**src/rtl/cpu_pkg.sv**
```systemverilog
// Shared definitions for the decode-side control-flow logic: widths, opcodes,
// resolver state encoding and a saturating-increment helper.
package cpu_pkg;

   localparam int PC_W   = 16;
   localparam int INST_W = 9;

   localparam logic [3:0] OP_BRT    = 4'b1100;
   localparam logic [3:0] OP_BRF    = 4'b1101;
   localparam logic [3:0] OP_JMP    = 4'b1110;
   localparam logic [3:0] OP_HALT   = 4'b1111;
   localparam logic [4:0] HALT_TAIL = 5'b11111;

   typedef enum logic [1:0] {
      ST_RUN,
      ST_STALL,
      ST_FLUSH,
      ST_HALTED
   } bru_state_t;

   function automatic logic [15:0] sat_inc16(input logic [15:0] value);
      return (value == 16'hFFFF) ? value : value + 16'd1;
   endfunction

endpackage

```
**src/rtl/branch_resolve_unit_if.sv**
```systemverilog
// Fetch/execute-facing bundle of the branch resolve unit.
// BRANCH_STATS_EN adds the taken/stall statistics counters to the bundle.
interface branch_resolve_unit_if;
   import cpu_pkg::*;

   logic [INST_W-1:0] fetched_instruction;
   logic [PC_W-1:0]   fetch_pc;
   logic              flag;
   logic              flag_busy;
   logic [PC_W-1:0]   pc_feedback;
   logic              branch;
   logic              taken;
   logic              jump_sign;
   logic [PC_W-1:0]   target;
   logic              halt;
   logic              stall;
   logic [INST_W-1:0] id_instruction;
   logic [PC_W-1:0]   id_pc;
   logic              id_valid;
`ifdef BRANCH_STATS_EN
   logic [15:0]       taken_count;
   logic [15:0]       stall_count;
`endif

   modport master (
      output fetched_instruction, fetch_pc, flag, flag_busy,
      input  pc_feedback, branch, taken, jump_sign, target, halt, stall,
      input  id_instruction, id_pc, id_valid
`ifdef BRANCH_STATS_EN
      , input taken_count, stall_count
`endif
   );

   modport slave (
      input  fetched_instruction, fetch_pc, flag, flag_busy,
      output pc_feedback, branch, taken, jump_sign, target, halt, stall,
      output id_instruction, id_pc, id_valid
`ifdef BRANCH_STATS_EN
      , output taken_count, stall_count
`endif
   );

endinterface

```
**src/rtl/branch_decoder.sv**
```systemverilog
// Combinational classifier for the control-flow opcodes of a 9-bit instruction.
module branch_decoder
   import cpu_pkg::*;
(
   input  logic [INST_W-1:0] instruction,
   output logic              is_cond,
   output logic              is_jmp,
   output logic              is_halt,
   output logic              sign,
   output logic [PC_W-1:0]   offset
);

   logic [3:0] op;

   assign op      = instruction[8:5];
   assign is_cond = (op == OP_BRT) || (op == OP_BRF);
   assign is_jmp  = (op == OP_JMP);
   assign is_halt = (op == OP_HALT) && (instruction[4:0] == HALT_TAIL);
   assign sign    = instruction[4];
   assign offset  = {{(PC_W-4){1'b0}}, instruction[3:0]};

endmodule

```
**src/rtl/branch_resolve_unit.sv**
```systemverilog
// IF/ID register plus branch resolution FSM (stall on flag hazard, squash after taken).
// Optional BRANCH_STATS_EN adds saturating taken/stall counters.
module branch_resolve_unit
   import cpu_pkg::*;
#(
   parameter int FLUSH_SLOTS = 1
)
(
   input logic                  clk,
   input logic                  init,
   branch_resolve_unit_if.slave bus
);

   localparam logic [1:0] FLUSH_CNT_INIT = 2'(FLUSH_SLOTS - 1);

   bru_state_t        state_reg, state_next;
   logic [1:0]        flush_cnt_reg, flush_cnt_next;
   logic              started_reg, started_next;
   logic [INST_W-1:0] id_inst_reg, id_inst_next;
   logic [PC_W-1:0]   id_pc_reg, id_pc_next;
   logic              id_valid_reg, id_valid_next;
   logic [PC_W-1:0]   pc_fb_reg, pc_fb_next;
   logic              branch_reg, branch_next;
   logic              taken_reg, taken_next;
   logic              sign_reg, sign_next;
   logic [PC_W-1:0]   target_reg, target_next;
   logic              halt_reg, halt_next;
   logic              stall_reg, stall_next;

   logic              is_cond, is_jmp, is_halt, sign;
   logic [PC_W-1:0]   offset;
   logic              resolve, advance, squash, taken_now;

   branch_decoder u_decoder (
      .instruction (id_inst_reg),
      .is_cond     (is_cond),
      .is_jmp      (is_jmp),
      .is_halt     (is_halt),
      .sign        (sign),
      .offset      (offset)
   );

   always_ff @(posedge clk or posedge init) begin
      if (init) begin
         state_reg     <= ST_RUN;
         flush_cnt_reg <= '0;
         started_reg   <= 1'b0;
         id_inst_reg   <= '0;
         id_pc_reg     <= '0;
         id_valid_reg  <= 1'b0;
         pc_fb_reg     <= '0;
         branch_reg    <= 1'b0;
         taken_reg     <= 1'b0;
         sign_reg      <= 1'b0;
         target_reg    <= '0;
         halt_reg      <= 1'b0;
         stall_reg     <= 1'b0;
      end else begin
         state_reg     <= state_next;
         flush_cnt_reg <= flush_cnt_next;
         started_reg   <= started_next;
         id_inst_reg   <= id_inst_next;
         id_pc_reg     <= id_pc_next;
         id_valid_reg  <= id_valid_next;
         pc_fb_reg     <= pc_fb_next;
         branch_reg    <= branch_next;
         taken_reg     <= taken_next;
         sign_reg      <= sign_next;
         target_reg    <= target_next;
         halt_reg      <= halt_next;
         stall_reg     <= stall_next;
      end
   end

   always_comb begin
      state_next     = state_reg;
      flush_cnt_next = flush_cnt_reg;
      started_next   = 1'b1;
      id_inst_next   = id_inst_reg;
      id_pc_next     = id_pc_reg;
      id_valid_next  = 1'b0;
      pc_fb_next     = pc_fb_reg;
      branch_next    = 1'b0;
      taken_next     = 1'b0;
      sign_next      = sign_reg;
      target_next    = target_reg;
      halt_next      = halt_reg;
      stall_next     = 1'b0;
      resolve        = 1'b0;
      advance        = 1'b0;
      squash         = 1'b0;

      unique case (state_reg)
         ST_RUN: begin
            if (id_valid_reg && is_halt) begin
               state_next = ST_HALTED;
               halt_next  = 1'b1;
            end else if (id_valid_reg && is_cond && bus.flag_busy) begin
               state_next = ST_STALL;
               stall_next = 1'b1;
            end else if (id_valid_reg && (is_cond || is_jmp)) begin
               resolve = 1'b1;
            end else begin
               // The first fetch after reset is not yet a real instruction.
               advance = 1'b1;
               squash  = ~started_reg;
            end
         end
         ST_STALL: begin
            if (bus.flag_busy) stall_next = 1'b1;
            else               resolve    = 1'b1;
         end
         ST_FLUSH: begin
            advance        = 1'b1;
            squash         = 1'b1;
            flush_cnt_next = flush_cnt_reg - 2'd1;
            if (flush_cnt_reg <= 2'd1) begin
               state_next     = ST_RUN;
               flush_cnt_next = '0;
            end
         end
         default: ;
      endcase

      // Opcode bit 5 separates BRF (taken on flag low) from BRT.
      taken_now = resolve && (is_jmp || (id_inst_reg[5] ? ~bus.flag : bus.flag));

      if (resolve) begin
         advance     = 1'b1;
         branch_next = 1'b1;
         taken_next  = taken_now;
         sign_next   = sign;
         target_next = offset;
         state_next  = ST_RUN;
         if (taken_now) begin
            squash = 1'b1;
            if (FLUSH_CNT_INIT != 2'd0) begin
               state_next     = ST_FLUSH;
               flush_cnt_next = FLUSH_CNT_INIT;
            end
         end
      end

      if (advance) begin
         id_inst_next  = bus.fetched_instruction;
         id_pc_next    = bus.fetch_pc;
         id_valid_next = ~squash;
         pc_fb_next    = taken_now ? id_pc_reg : bus.fetch_pc;
      end
   end

   assign bus.pc_feedback    = pc_fb_reg;
   assign bus.branch         = branch_reg;
   assign bus.taken          = taken_reg;
   assign bus.jump_sign      = sign_reg;
   assign bus.target         = target_reg;
   assign bus.halt           = halt_reg;
   assign bus.stall          = stall_reg;
   assign bus.id_instruction = id_inst_reg;
   assign bus.id_pc          = id_pc_reg;
   assign bus.id_valid       = id_valid_reg;

`ifdef BRANCH_STATS_EN
   logic [15:0] taken_cnt_reg, stall_cnt_reg;

   always_ff @(posedge clk or posedge init) begin
      if (init) begin
         taken_cnt_reg <= '0;
         stall_cnt_reg <= '0;
      end else begin
         if (taken_now)              taken_cnt_reg <= sat_inc16(taken_cnt_reg);
         if (state_reg == ST_STALL)  stall_cnt_reg <= sat_inc16(stall_cnt_reg);
      end
   end

   assign bus.taken_count = taken_cnt_reg;
   assign bus.stall_count = stall_cnt_reg;
`endif

endmodule
```
**src/flat_wrapper.sv**
```systemverilog
// flat-port wrapper written by rule: the top's interface ports become plain ports
module branch_resolve_unit_flat import cpu_pkg::*;
#(
   parameter int FLUSH_SLOTS = 1
)
  (clk, init, bus_fetched_instruction, bus_fetch_pc, bus_flag, bus_flag_busy, bus_pc_feedback, bus_branch, bus_taken, bus_jump_sign, bus_target, bus_halt, bus_stall, bus_id_instruction, bus_id_pc, bus_id_valid);
  branch_resolve_unit_if bus_i ();
  input logic clk;
  input logic init;
  input wire logic [$bits(bus_i.fetched_instruction)-1:0] bus_fetched_instruction;
  input wire logic [$bits(bus_i.fetch_pc)-1:0] bus_fetch_pc;
  input wire logic [$bits(bus_i.flag)-1:0] bus_flag;
  input wire logic [$bits(bus_i.flag_busy)-1:0] bus_flag_busy;
  output wire logic [$bits(bus_i.pc_feedback)-1:0] bus_pc_feedback;
  output wire logic [$bits(bus_i.branch)-1:0] bus_branch;
  output wire logic [$bits(bus_i.taken)-1:0] bus_taken;
  output wire logic [$bits(bus_i.jump_sign)-1:0] bus_jump_sign;
  output wire logic [$bits(bus_i.target)-1:0] bus_target;
  output wire logic [$bits(bus_i.halt)-1:0] bus_halt;
  output wire logic [$bits(bus_i.stall)-1:0] bus_stall;
  output wire logic [$bits(bus_i.id_instruction)-1:0] bus_id_instruction;
  output wire logic [$bits(bus_i.id_pc)-1:0] bus_id_pc;
  output wire logic [$bits(bus_i.id_valid)-1:0] bus_id_valid;
  assign bus_i.fetched_instruction = bus_fetched_instruction;
  assign bus_i.fetch_pc = bus_fetch_pc;
  assign bus_i.flag = bus_flag;
  assign bus_i.flag_busy = bus_flag_busy;
  assign bus_pc_feedback = bus_i.pc_feedback;
  assign bus_branch = bus_i.branch;
  assign bus_taken = bus_i.taken;
  assign bus_jump_sign = bus_i.jump_sign;
  assign bus_target = bus_i.target;
  assign bus_halt = bus_i.halt;
  assign bus_stall = bus_i.stall;
  assign bus_id_instruction = bus_i.id_instruction;
  assign bus_id_pc = bus_i.id_pc;
  assign bus_id_valid = bus_i.id_valid;
  branch_resolve_unit #(.FLUSH_SLOTS(FLUSH_SLOTS)) u_core (.clk(clk), .init(init), .bus(bus_i));
endmodule
```
**config.mk**
```make
export PLATFORM = sky130hd
export DESIGN_NAME = branch_resolve_unit_flat
export DESIGN_NICKNAME = d
export VERILOG_FILES = /design/src/rtl/cpu_pkg.sv /design/src/rtl/branch_resolve_unit_if.sv /design/src/rtl/branch_decoder.sv /design/src/rtl/branch_resolve_unit.sv /design/src/flat_wrapper.sv
export SDC_FILE = /design/constraint.sdc
export NUM_CORES = 1
export LEC_CHECK = 0
export BUFFER_PORTS_ARGS = -buffer_cell sky130_fd_sc_hd__buf_2
export CAP_MARGIN = 20
export CORE_ASPECT_RATIO = 1.25
export CORE_MARGIN = 5
export CORE_UTILIZATION = 40
export DETAILED_ROUTE_END_ITERATION = 10
export GPL_ROUTABILITY_DRIVEN = 0
export PLACE_DENSITY = 0.68
export SLEW_MARGIN = 20
export SYNTH_ARGS = -nofsm -noshare
export SYNTH_HDL_FRONTEND = slang
export SYNTH_SLANG_ARGS = --single-unit
```
**constraint.sdc**
```tcl
create_clock -name clk -period 1.85 [get_ports clk]
set_input_delay 0.0925 -clock clk [delete_from_list [all_inputs] [get_ports clk]]
set_output_delay 0.0925 -clock clk [all_outputs]
set_load 0.01 [all_outputs]
```
### Yosys cells after proc, flatten, opt, wreduce, memory -nomap -nowiden

Cells that the tools add are included.

* flip-flop bits (word level): 56
* latch bits: 0
* memory bits (writable): 0
* bits in read-only memories: 0
* output and inout bits: 63
* word-level logic and storage cells: 71
* memories: 0

* $add $sub $neg: 1
* multipliers: 0
* div/mod/pow operators: 0
* magnitude comparators: 1
* equality and inequality tests: 9
* shift-type cells: 0
* muxes and demuxes: 31
* bitwise logic cells: 3
* reductions and logical operators: 13

Operators by type and width (number)
* $mux 1: 20
* $eq 4x4->1 const B: 4
* $mux 16: 1
* $mux 2: 5
* $pmux 1 s2: 4
* $logic_and 1x1->1: 6
* $eq 5x5->1 const B: 1
* $ne 4x1->1 const B: 1
* $pmux 2 s2: 1
* $logic_or 1x1->1: 3
* $ne 3x1->1 const B: 1
* $not 1->1: 3
* $reduce_and 3->1: 1
* $reduce_bool 3->1: 1
* $eq 2x1->1 const B: 1
* $eq 2x2->1 const B: 1
* $le 2x1->1 const B: 1
* $logic_not 2->1: 1
* $reduce_and 2->1: 1
* $sub 2x1->2 const B: 1

### Depth between registers and ports, before layout

Gate-level depths: netlist (run 1).

* depth in word-level cells: 13
* gate-level depth with buffers: 7

### Modules after synthesis

A second synthesis (run 1) with hierarchy kept.

* cells, all modules: 249
* area, all modules: 2999.1 sq um

By module, submodules not included
* branch_resolve_unit: times used 1, cells an instance 224, area each 2826.5 sq um, sequential area each 1701.6 sq um
* branch_decoder: times used 1, cells an instance 25, area each 172.7 sq um, sequential area each 0.0 sq um

### Worst setup path after synthesis (run 1)

Ideal clock, no wire load.

* path kind: reg-to-reg
* start point: reg u_core.id_inst_reg[6], in the netlist u_core.bus.id_instruction[6]
* end point: reg u_core.id_pc_reg[0], in the netlist u_core.bus.id_pc[0]
* data arrival time: 1.615 ns
* path slack: 0.107 ns
* cell stages (with the launch flop): 6
* buffers on the path: 1
* clock period less this slack: 1.743 ns
* path through: dfrtp_1 and4_1 nand4_2 nand2_4 buf_4 mux2_1

* word-level cells in the longest chain between the ends: 9

RTL lines
* start, declared: line branch_resolve_unit.sv:19 `logic [INST_W-1:0] id_inst_reg, id_inst_next;`
* start signal, assigned: line branch_resolve_unit.sv:62 `id_inst_reg <= id_inst_next;`
* $eq 4x4->1: line branch_decoder.sv:16 `assign is_cond = (op == OP_BRT) || (op == OP_BRF);`
* $logic_or 1x1->1: line branch_decoder.sv:16
* $logic_or 1x1->1: line branch_resolve_unit.sv:101 `end else if (id_valid_reg && (is_cond || is_jmp)) begin`
* $logic_and 1x1->1: line branch_resolve_unit.sv:101
* $mux 1: line branch_resolve_unit.sv:101
* $mux 1: line branch_resolve_unit.sv:98 `end else if (id_valid_reg && is_cond && bus.flag_busy) begin`
* $mux 1: line branch_resolve_unit.sv:95 `if (id_valid_reg && is_halt) begin`
* $pmux 1 s2: line branch_resolve_unit.sv:93 `unique case (state_reg)`
* $mux 1 (*): line branch_resolve_unit.sv:128 `if (resolve) begin`
* end signal, assigned: line branch_resolve_unit.sv:63 `id_pc_reg <= id_pc_next;`
* end, declared: line branch_resolve_unit.sv:20 `logic [PC_W-1:0] id_pc_reg, id_pc_next;`

Mark *: on every way between the ends. The rest lies on a longest branch, timed or not.
A chain may end at the register's enable or synchronous reset.

### Worst setup path after layout (run 1)

* start point: reg u_core.id_inst_reg[5], in the netlist u_core.bus.id_instruction[5]
* end point: reg u_core.id_pc_reg[14], in the netlist u_core.bus.id_pc[14]

The elaborated chain is that of the path after synthesis.

==> flow_summary.yaml, run 1 <==
placed_design:
  numPortBuffers: 79
  dp_cells: 417
  dp_hpwl_mm: 5.14
final_layout:
  fill_cells: 649
  final_nets: 373
  area_growth_pct: 24.9
  layoutNonFillerInstCount: 435
  diodes: 0
  drive_gt1_frac: 0.386
synth:
  ys_ff_latch: 56
  yosys-top-cells-count: "dfrtp_1, a21oi_1, nand2b_1"
  syn_area_um2: 2860
  avgSynthCellArea_um2: 11.2
  ys.flop_type: "dfrtp_1"
  synth_edf_count: 0
  async_reset_ff_frac: 1.00
  seq_area_frac_synth: 0.490
  yosysUniqueCellTypes: 32
  synth_top_area_cell: "dfrtp_1"
  netlist_top_cells_area: "dfrtp_1, mux2_1, a21oi_1, mux2_2, a2111oi_0"
  syn_inst: 256
  yosysMostFrequentCell: "dfrtp_1"
  synth.top_cell.area_share: 0.490
  yosysWarnings: 0
sta:
  worst_pin_slew_ns: 0.526
  finalSetupViolCount: 0
  fin_worst_skew_ns: 0.0153
  relSlewSlack: 0.650
  fin_crit_ns: 1.74
  finalHoldViolations: 0
  timing.final.crit_share: 0.941
  rsz0062_at_grt: "no"
  setup-tns-final_ns: 0
  slew_violations: 0
  max_freq_mhz: 574
global_route:
  overflow: 0
  grt_pass1_vias: 2497
  antenna_found_initial: 0
  grt_max_degree: 36
  grt_pass1_wl_mm: 12.4
  grt_usage: 0.171
floorplanning:
  die_h_um: 105
  core_area_um2: 6980
  die-area_um2: 8950
  io-pin-count: 92
  fp.dieW_um: 85.6
  rows: 34
  start_util: 0.410
cts:
  cts_setup_buffers: 0
  clock_sinks: 56
  clock_path_buffers: 2
  clk_latency_ns: 0.32
  cts_tree: "done"
  cts_made_buffers: 5
  clk_pin_slew_worst_paths_ns: 0.11
  cts_max_level: 2
  cts_root_buf: "clkbuf_8"
pwr:
  power_frac_clock: 0.270
  seq_power_share: 0.486
  p_comb_frac: 0.244
  power_density_nw_per_um2: 858
  power_switching_uw: 931
  p_int_mw: 2.13
  peakVddDrop_uv: 461
  p_leak_nw: 1.62
  finalPower_mw: 3.06
  swShare: 0.304
worst_setup_path:
  critPathMaxStageDelay_ns: 0.46
  critPathLaunchType: "flop"
  required_ns: 2.05
  slowest_stage: "dfrtp_1"
  worstSetupEndpointType: "flop"
  critPathKind: "reg -> reg"
  critical_path_arrival_ns: 1.94
  path_max_fanout: 27
  cp_cell_sequence: "and4_1, nand4_2, nand2_4, mux2_2"
min_path:
  hold_class: "in -> reg"
drt:
  vias_per_cell: 5.44
  wire_per_inst_um: 17.3
  wl_mm: 7.54
  drt_iter0_markers: 169
  drt_pass1_iterations: 6
  num_vias: 2365
  ant_nets: 0
  remaining_drc_errors: 0
status:
  status: "complete, no violations"
run:
  drv_cap: 0
[cell usage in the layout, fill, tap and decap left out, types with 2 or more instances in the layout]
cell,n
buf_12,3
o21ai_0,8
a2111oi_0,15
a21oi_1,34
dlygate4sd3_1,10
o21ai_2,10
dfrtp_1,56
buf_4,12
mux2_2,13
clkbuf_8,5
and3_1,2
mux2_1,18
a211oi_1,15
nand2b_1,20
buf_2,79
nand2_1,4
nor2_1,4
conb_1,13
[metal layers]
| layer | global-route usage | routed length [um] |
|---|---|---|
| met2 | 0.295 | 3720 |
| met4 | 0.0622 | 175 |
| met3 | 0.0388 | 545 |
| met1 | 0.206 | 3100 |
| met5 | 0 | 0 |
[stage by stage]
step	instance area (um2)	hold slack (ns)	util	setup WS [ns]
2_1_floorplan	2900	0.217	-	0.107
3_3_place_gp	3350	0.161	0.480	0.117
3_5_place_dp	3350	0.169	0.480	0.0947
4_1_cts	3550	0.000571	0.509	0.0755
5_1_grt	3570	0.00504	0.512	0.00452
6_report	3570	0.00544	0.512	0.109
[critical path, delay by kind of cell (launching register included)]
kind / cells / cell delay (ns)
flops: 1 / 0.46
mux: 1 / 0.38
simple gates: 3 / 0.78
[power by group through the flow]
stage	combinational (mW)	clock, mW	sequential [mW]
after floorplan	0.375	0	1.57
after global placement	0.725	0	1.50
after detailed placement	0.739	0	1.51
after CTS	0.755	0.848	1.49
after global routing	0.821	0.884	1.51
final	0.748	0.826	1.49
[timing repair]
item	CTS	global route
resized for setup	0	4
hold buffers	9	1
endpoints found under the hold margin	29	1
endpoints found under the setup margin	0	8
[path summary, 6_finish.rpt]
check / start / to / slack [ns] / depth (start not counted)
setup / recovery: u_core.bus.id_instruction[5]$_DFFE_PP0P_ / u_core.bus.id_pc[14]$_DFFE_PP0P_ / 0.11 / 4
hold / removal: bus_fetch_pc[14] / u_core.bus.pc_feedback[14]$_DFFE_PP0P_ / 0.005 / 3
setup reg to reg: u_core.bus.id_instruction[5]$_DFFE_PP0P_ / u_core.bus.id_pc[14]$_DFFE_PP0P_ / 0.11 / 4
hold reg to reg: u_core.bus.halt$_DFFE_PP0P_ / u_core.bus.halt$_DFFE_PP0P_ / 0.47 / 1
max in group asynchronous: init / u_core.bus.pc_feedback[1]$_DFFE_PP0P_ / 0.93 / 4
min in group asynchronous: init / u_core.bus.pc_feedback[14]$_DFFE_PP0P_ / 0.35 / 3
[cells by family after synthesis]
| kind of cell | Yosys count | share of synthesized area |
|---|---|---|
| other | 2 | 0.00263 |
| buffers and inverters | 36 | 0.0770 |
| DFF | 56 | 0.490 |
| muxes | 31 | 0.122 |
| and+or+nand+nor | 38 | 0.0831 |
| AOI/OAI and AO/OA | 93 | 0.225 |
[layout make-up]
cell class                 count  area [um2]  share of cell area
tap                           90         113              0.0315
multi-input combinational    175        1290               0.362
clock inverter                 2        38.8              0.0109
inverter                       2        7.51             0.00210
clock buffer                   6        72.6              0.0203
sequential                    56        1400               0.393
timing repair buffer         104         646               0.181
No activity file was read; power rests on OpenSTA's default activity.
==> run 2, diff against run 1 <==
--- a/config.mk
+++ b/config.mk
@@ -5,14 +5,14 @@
 export SDC_FILE = /design/constraint.sdc
 export NUM_CORES = 1
 export LEC_CHECK = 0
+export ABC_AREA = 1
 export BUFFER_PORTS_ARGS = -buffer_cell sky130_fd_sc_hd__buf_2
 export CAP_MARGIN = 20
 export CORE_ASPECT_RATIO = 1.25
 export CORE_MARGIN = 5
 export CORE_UTILIZATION = 40
 export DETAILED_ROUTE_END_ITERATION = 10
-export GPL_ROUTABILITY_DRIVEN = 0
-export PLACE_DENSITY = 0.68
+export PLACE_DENSITY = 0.69
 export SLEW_MARGIN = 20
 export SYNTH_ARGS = -nofsm -noshare
 export SYNTH_HDL_FRONTEND = slang
==> flow_summary.yaml, run 2 <==
synth:
  yosysUniqueCellTypes: 23
  syn_inst: 323
  yosys-top-cells-count: "nand2_1, dfrtp_1, inv_1"
  synth.top_cell.area_share: 0.535
  yosysMostFrequentCell: "nand2_1"
  synth_edf_count: 0
  async_reset_ff_frac: 1.00
  synth_top_area_cell: "dfrtp_1"
  seq_area_frac_synth: 0.535
  yosysWarnings: 0
  syn_area_um2: 2620
  ys_ff_latch: 56
  ys.flop_type: "dfrtp_1"
  avgSynthCellArea_um2: 8.10
  netlist_top_cells_area: "dfrtp_1, nand2_1, nand3_1, inv_1, buf_4"
floorplanning:
  die-area_um2: 8270
  core_area_um2: 6480
  start_util: 0.404
  io-pin-count: 92
  fp.dieW_um: 82.4
  die_h_um: 100
  rows: 33
min_path:
  hold_depth: 3
  hold_class: "in -> reg"
  hold_start: "bus_fetched_instruction[8]"
  hold_path_end: "u_core.bus.id_instruction[8]$_DFFE_PP0P_"
worst_setup_path:
  cpMostUsedCell: "nand2_1"
  slowest_stage: "dfrtp_1"
  crit_cells: 8
  worst-r2r-setup-slack_ns: 0.15
  r2r-end: "u_core.bus.pc_feedback[6]$_DFFE_PP0P_"
  path_max_fanout: 13
  crit_family: "simple AND/OR/NAND/NOR gates"
  critPathMaxStageDelay_ns: 0.41
  r2r_cells: 8
  critPathLaunchType: "flop"
  r2r_start: "u_core.bus.id_instruction[8]$_DFFE_PP0P_"
  cp_cell_sequence: "nand2_1, nor2_1, nand4_1, nand2_1, buf_4, nand3_1, nand3_1, nand2_1"
  critical_path_arrival_ns: 1.91
  required_ns: 2.05
  worstSetupEndpointType: "flop"
  critPathKind: "reg -> reg"
  cp.buffers_inverters: 1
global_route:
  grt_max_degree: 37
  grt_usage: 0.166
  antenna_found_initial: 0
  grt_pass1_vias: 2285
  grt_pass1_wl_mm: 10.7
  overflow: 0
drt:
  drt_iter0_markers: 148
  met3_length_um: 505
  wl_met2_mm: 3.13
  vias_per_cell: 4.57
  wl_mm: 6.34
  ant_nets: 0
  remaining_drc_errors: 0
  m1WireLength_mm: 2.62
  wire_per_inst_um: 12.7
  top_layer: "met4"
  drt_pass1_iterations: 4
  num_vias: 2279
sta:
  fin_crit_ns: 1.70
  max_freq_mhz: 587
  timing.final.crit_share: 0.921
  finalHoldViolations: 0
  fin_worst_skew_ns: 0.00926
  rsz0062_at_grt: "no"
  setup-tns-final_ns: 0
  slew_violations: 0
  finalSetupViolCount: 0
  hold_slack_ns: 0.0112
  timing.final.ws_setup_ns: 0.147
pwr:
  finalPower_mw: 5.20
  power_switching_mw: 2.24
  swShare: 0.431
  power_frac_clock: 0.132
  p_int_mw: 2.96
  peakVddDrop_uv: 673
  power_density_nw_per_um2: 1590
  p_comb_frac: 0.450
  seq_power_share: 0.418
  p_leak_nw: 1.86
final_layout:
  fin_area_um2: 3260
  area_growth_pct: 24.5
  mostFrequentLayoutCell: "nand2_1"
  diodes: 0
  final_nets: 440
  layoutNonFillerInstCount: 499
  drive_gt1_frac: 0.245
  final_cell_mix: "nand2_1, buf_2, dfrtp_1"
  postLayoutCoreUtil: 0.503
  fill_cells: 635
cts:
  cts_max_level: 2
  clock_sinks: 56
  cts_made_buffers: 5
  cts_tree: "done"
  cts_root_buf: "clkbuf_8"
  clock_path_buffers: 2
  clk_latency_ns: 0.30
  clk_pin_slew_worst_paths_ns: 0.10
placed_design:
  dp_cells: 483
  postPlaceCellArea_um2: 3080
  numPortBuffers: 79
  gp_congestion: 0.841
  dp_hpwl_mm: 4.58
  pre_cts_ws_ns: 0.164
run:
  drv_cap: 0
status:
  status: "complete, no violations"
-- run 2: cell types whose count changed after synthesis, sizes merged, moves of 20 or more --
cell | previous run | this run
nand2 | 5 | 117
mux2 | 31 | 0
nand2b | 20 | 0
nand3 | 0 | 38
inv | 2 | 43
a21oi | 35 | 1
-- run 2: worst max path at each step --
| stage | slack [ns] | start | to |
|---|---|---|---|
| floorplan | 0.31 | u_core.bus.id_instruction[5]$_DFFE_PP0P_ | u_core.bus.id_pc[0]$_DFFE_PP0P_ |
| global placement | 0.18 | u_core.bus.id_instruction[8]$_DFFE_PP0P_ | u_core.bus.pc_feedback[6]$_DFFE_PP0P_ |
| detailed placement | 0.16 | u_core.bus.id_instruction[8]$_DFFE_PP0P_ | u_core.bus.pc_feedback[7]$_DFFE_PP0P_ |
| CTS | 0.13 | u_core.bus.id_instruction[8]$_DFFE_PP0P_ | u_core.bus.pc_feedback[15]$_DFFE_PP0P_ |
| global route | 0.02 | u_core.bus.id_instruction[7]$_DFFE_PP0P_ | u_core.bus.pc_feedback[8]$_DFFE_PP0P_ |
| finish | 0.15 | u_core.bus.id_instruction[8]$_DFFE_PP0P_ | u_core.bus.pc_feedback[6]$_DFFE_PP0P_ |
-- run 2: area by class of cell --
class | instances | area [um2] | share of cell area
clock buffer | 6 | 82.6 | 0.0253
inverter | 43 | 161 | 0.0495
tap | 87 | 109 | 0.0334
sequential | 56 | 1400 | 0.430
timing repair buffer | 95 | 573 | 0.176
clock inverter | 2 | 10.0 | 0.00307
multi-input combinational | 210 | 921 | 0.283
-- run 2: repair_timing --
item | 4_1_cts | 5_1_grt
endpoints found under the hold margin | 27 | 0
setup buffers | 0 | 0
hold buffers | 8 | 0
resized for setup | 0 | 1
endpoints found under the setup margin | 0 | 12
-- run 2: logic make-up after synthesis --
group / synth area share
AOI/OAI and AO/OA: 0.0540
buffers and inverters: 0.130
and+or+nand+nor: 0.274
other: 0.00287
xor gates and xnor gates: 0.00335
DFF: 0.535
-- run 2: power groups by stage --
stage                     logic, mW  registers (mW)  clock network (mW)
after global routing           2.64            2.26               0.764
after detailed placement       2.34            2.20                   0
after CTS                      2.37            2.18               0.712
after global placement         2.31            2.19                   0
after floorplan                1.17            2.40                   0
final                          2.34            2.17               0.687
-- run 2: layer usage --
metal / vias up / global-route usage
met2: 89 / 0.263
met5: - / 0
li1: 1141 / -
met1: 1039 / 0.223
met4: 0 / 0.0537
met3: 10 / 0.0377
-- run 2: tightest hold or removal path, stage by stage --
cell     delay [ns]
buf_2          0.08
nand2_1        0.06
nand2_1        0.05
==> run 3, diff against run 2 <==
--- a/config.mk
+++ b/config.mk
@@ -5,14 +5,13 @@
 export SDC_FILE = /design/constraint.sdc
 export NUM_CORES = 1
 export LEC_CHECK = 0
-export ABC_AREA = 1
 export BUFFER_PORTS_ARGS = -buffer_cell sky130_fd_sc_hd__buf_2
 export CAP_MARGIN = 20
 export CORE_ASPECT_RATIO = 1.25
 export CORE_MARGIN = 5
 export CORE_UTILIZATION = 40
 export DETAILED_ROUTE_END_ITERATION = 10
-export PLACE_DENSITY = 0.69
+export PLACE_DENSITY = 0.78
 export SLEW_MARGIN = 20
 export SYNTH_ARGS = -nofsm -noshare
 export SYNTH_HDL_FRONTEND = slang
==> flow_summary.yaml, run 3 (synthesis gave the netlist of run 1 again) <==
status:
  status: "complete, no violations"
cts:
  clk_pin_slew_worst_paths_ns: 0.10
  cts_tree: "done"
  cts_made_buffers: 5
  cts_setup_buffers: 0
  cts_max_level: 2
  cts_root_buf: "clkbuf_8"
  clock_path_buffers: 2
  clk_latency_ns: 0.31
  clock_sinks: 56
sta:
  relSlewSlack: 0.526
  timing.final.ws_setup_ns: 0.133
  finalSetupViolCount: 0
  max_freq_mhz: 583
  worst_pin_slew_ns: 0.711
  fin_worst_skew_ns: 0.00554
  setup-tns-final_ns: 0
  rsz0062_at_grt: "no"
  finalHoldViolations: 0
  slew_violations: 0
  fin_crit_ns: 1.72
  timing.final.crit_share: 0.928
  hold_slack_ns: 0.00377
worst_setup_path:
  crit_family: "compound AO/OA/AOI/OAI gates"
  cp_cell_sequence: "and2_1, a2111o_1, buf_4, o21ai_2, a21oi_1"
  worstSetupEndpointType: "flop"
  critPathLaunchType: "flop"
  cp.buffers_inverters: 1
  critical_path_arrival_ns: 1.91
  slowest_stage: "a2111o_1"
  critPathKind: "reg -> reg"
  worst-r2r-setup-slack_ns: 0.13
  path_max_fanout: 10
  critPathMaxStageDelay_ns: 0.52
  required_ns: 2.04
final_layout:
  fill_cells: 640
  final_nets: 368
  area_growth_pct: 22.7
  diodes: 0
  drive_gt1_frac: 0.386
  layoutNonFillerInstCount: 429
  final_cell_mix: "buf_2, dfrtp_1, a21oi_1"
  postLayoutCoreUtil: 0.503
  mostFrequentLayoutCell: "buf_2"
min_path:
  hold_class: "in -> reg"
global_route:
  antenna_found_initial: 0
  met1_usage: 0.197
  grt_max_degree: 57
  grt_pass1_vias: 2330
  grt_usage: 0.161
  busiest_layer: "met2"
  gr-usage-met3: 0.0404
  grt_pass1_wl_mm: 11.7
  overflow: 0
  met2_usage: 0.277
placed_design:
  dp_cells: 415
  numPortBuffers: 79
  dp_hpwl_mm: 5.08
  gp_congestion: 0.775
  pre_cts_ws_ns: 0.0668
drt:
  wire_per_inst_um: 16.5
  drt_iter0_markers: 136
  vias_per_cell: 5.41
  wl_mm: 7.09
  num_vias: 2321
  ant_nets: 0
  remaining_drc_errors: 0
  drt_pass1_iterations: 5
floorplanning:
  io-pin-count: 92
  rows: 34
  start_util: 0.410
  fp.dieW_um: 85.6
  core_area_um2: 6980
  die-area_um2: 8950
  die_h_um: 105
pwr:
  peakVddDrop_uv: 495
  power_density_nw_per_um2: 890
  p_leak_nw: 1.58
run:
  drv_cap: 0
==> run 3: where the power goes <==
group / internal (mW) / switching (mW)
logic: 0.318 / 0.396
clock network: 0.533 / 0.388
registers: 1.38 / 0.108
==> run 3: area by class of cell <==
cell class	count	area, um2	area share
clock buffers	5	68.8	0.0196
clock inverters	2	60.1	0.0171
inverters	2	7.51	0.00214
multi-input cells	175	1290	0.369
flip-flops and latches	56	1400	0.400
well taps	90	113	0.0321
repair buffers	99	563	0.160
==> run 3: per-stage QoR <==
stage	area, um2	power [mW]
after CTS	3500	3.15
after detailed placement	3300	2.22
after global routing	3510	3.29
after global placement	3300	2.20
final	3510	3.12
after floorplan	2900	1.94
==> run 3: worst paths after layout <==
check	start	endpoint	cells past startpoint
max	u_core.bus.id_instruction[5]$_DFFE_PP0P_	u_core.bus.pc_feedback[10]$_DFFE_PP0P_	5
min	bus_fetched_instruction[4]	u_core.bus.id_instruction[4]$_DFFE_PP0P_	2
max reg2reg	u_core.bus.id_instruction[5]$_DFFE_PP0P_	u_core.bus.pc_feedback[10]$_DFFE_PP0P_	5
min reg2reg	u_core.bus.halt$_DFFE_PP0P_	u_core.bus.halt$_DFFE_PP0P_	1
max in group asynchronous	init	u_core.state_reg[1]$_DFFE_PP0P_	4
min in group asynchronous	init	u_core.bus.id_pc[5]$_DFFE_PP0P_	4
==> run 3: per-layer routing <==
layer  share of wire  vias up
met4           0.012        0
li1                -     1084
met5               0        -
met2            0.50       93
met1            0.41     1135
met3           0.084        9
==> run 3: what timing repair did <==
action / 4_1_cts / 5_1_grt
endpoints found under the setup margin: 0 / 36
endpoints found under the hold margin: 62 / 0
hold buffers: 7 / 0
resized for setup: 0 / 4
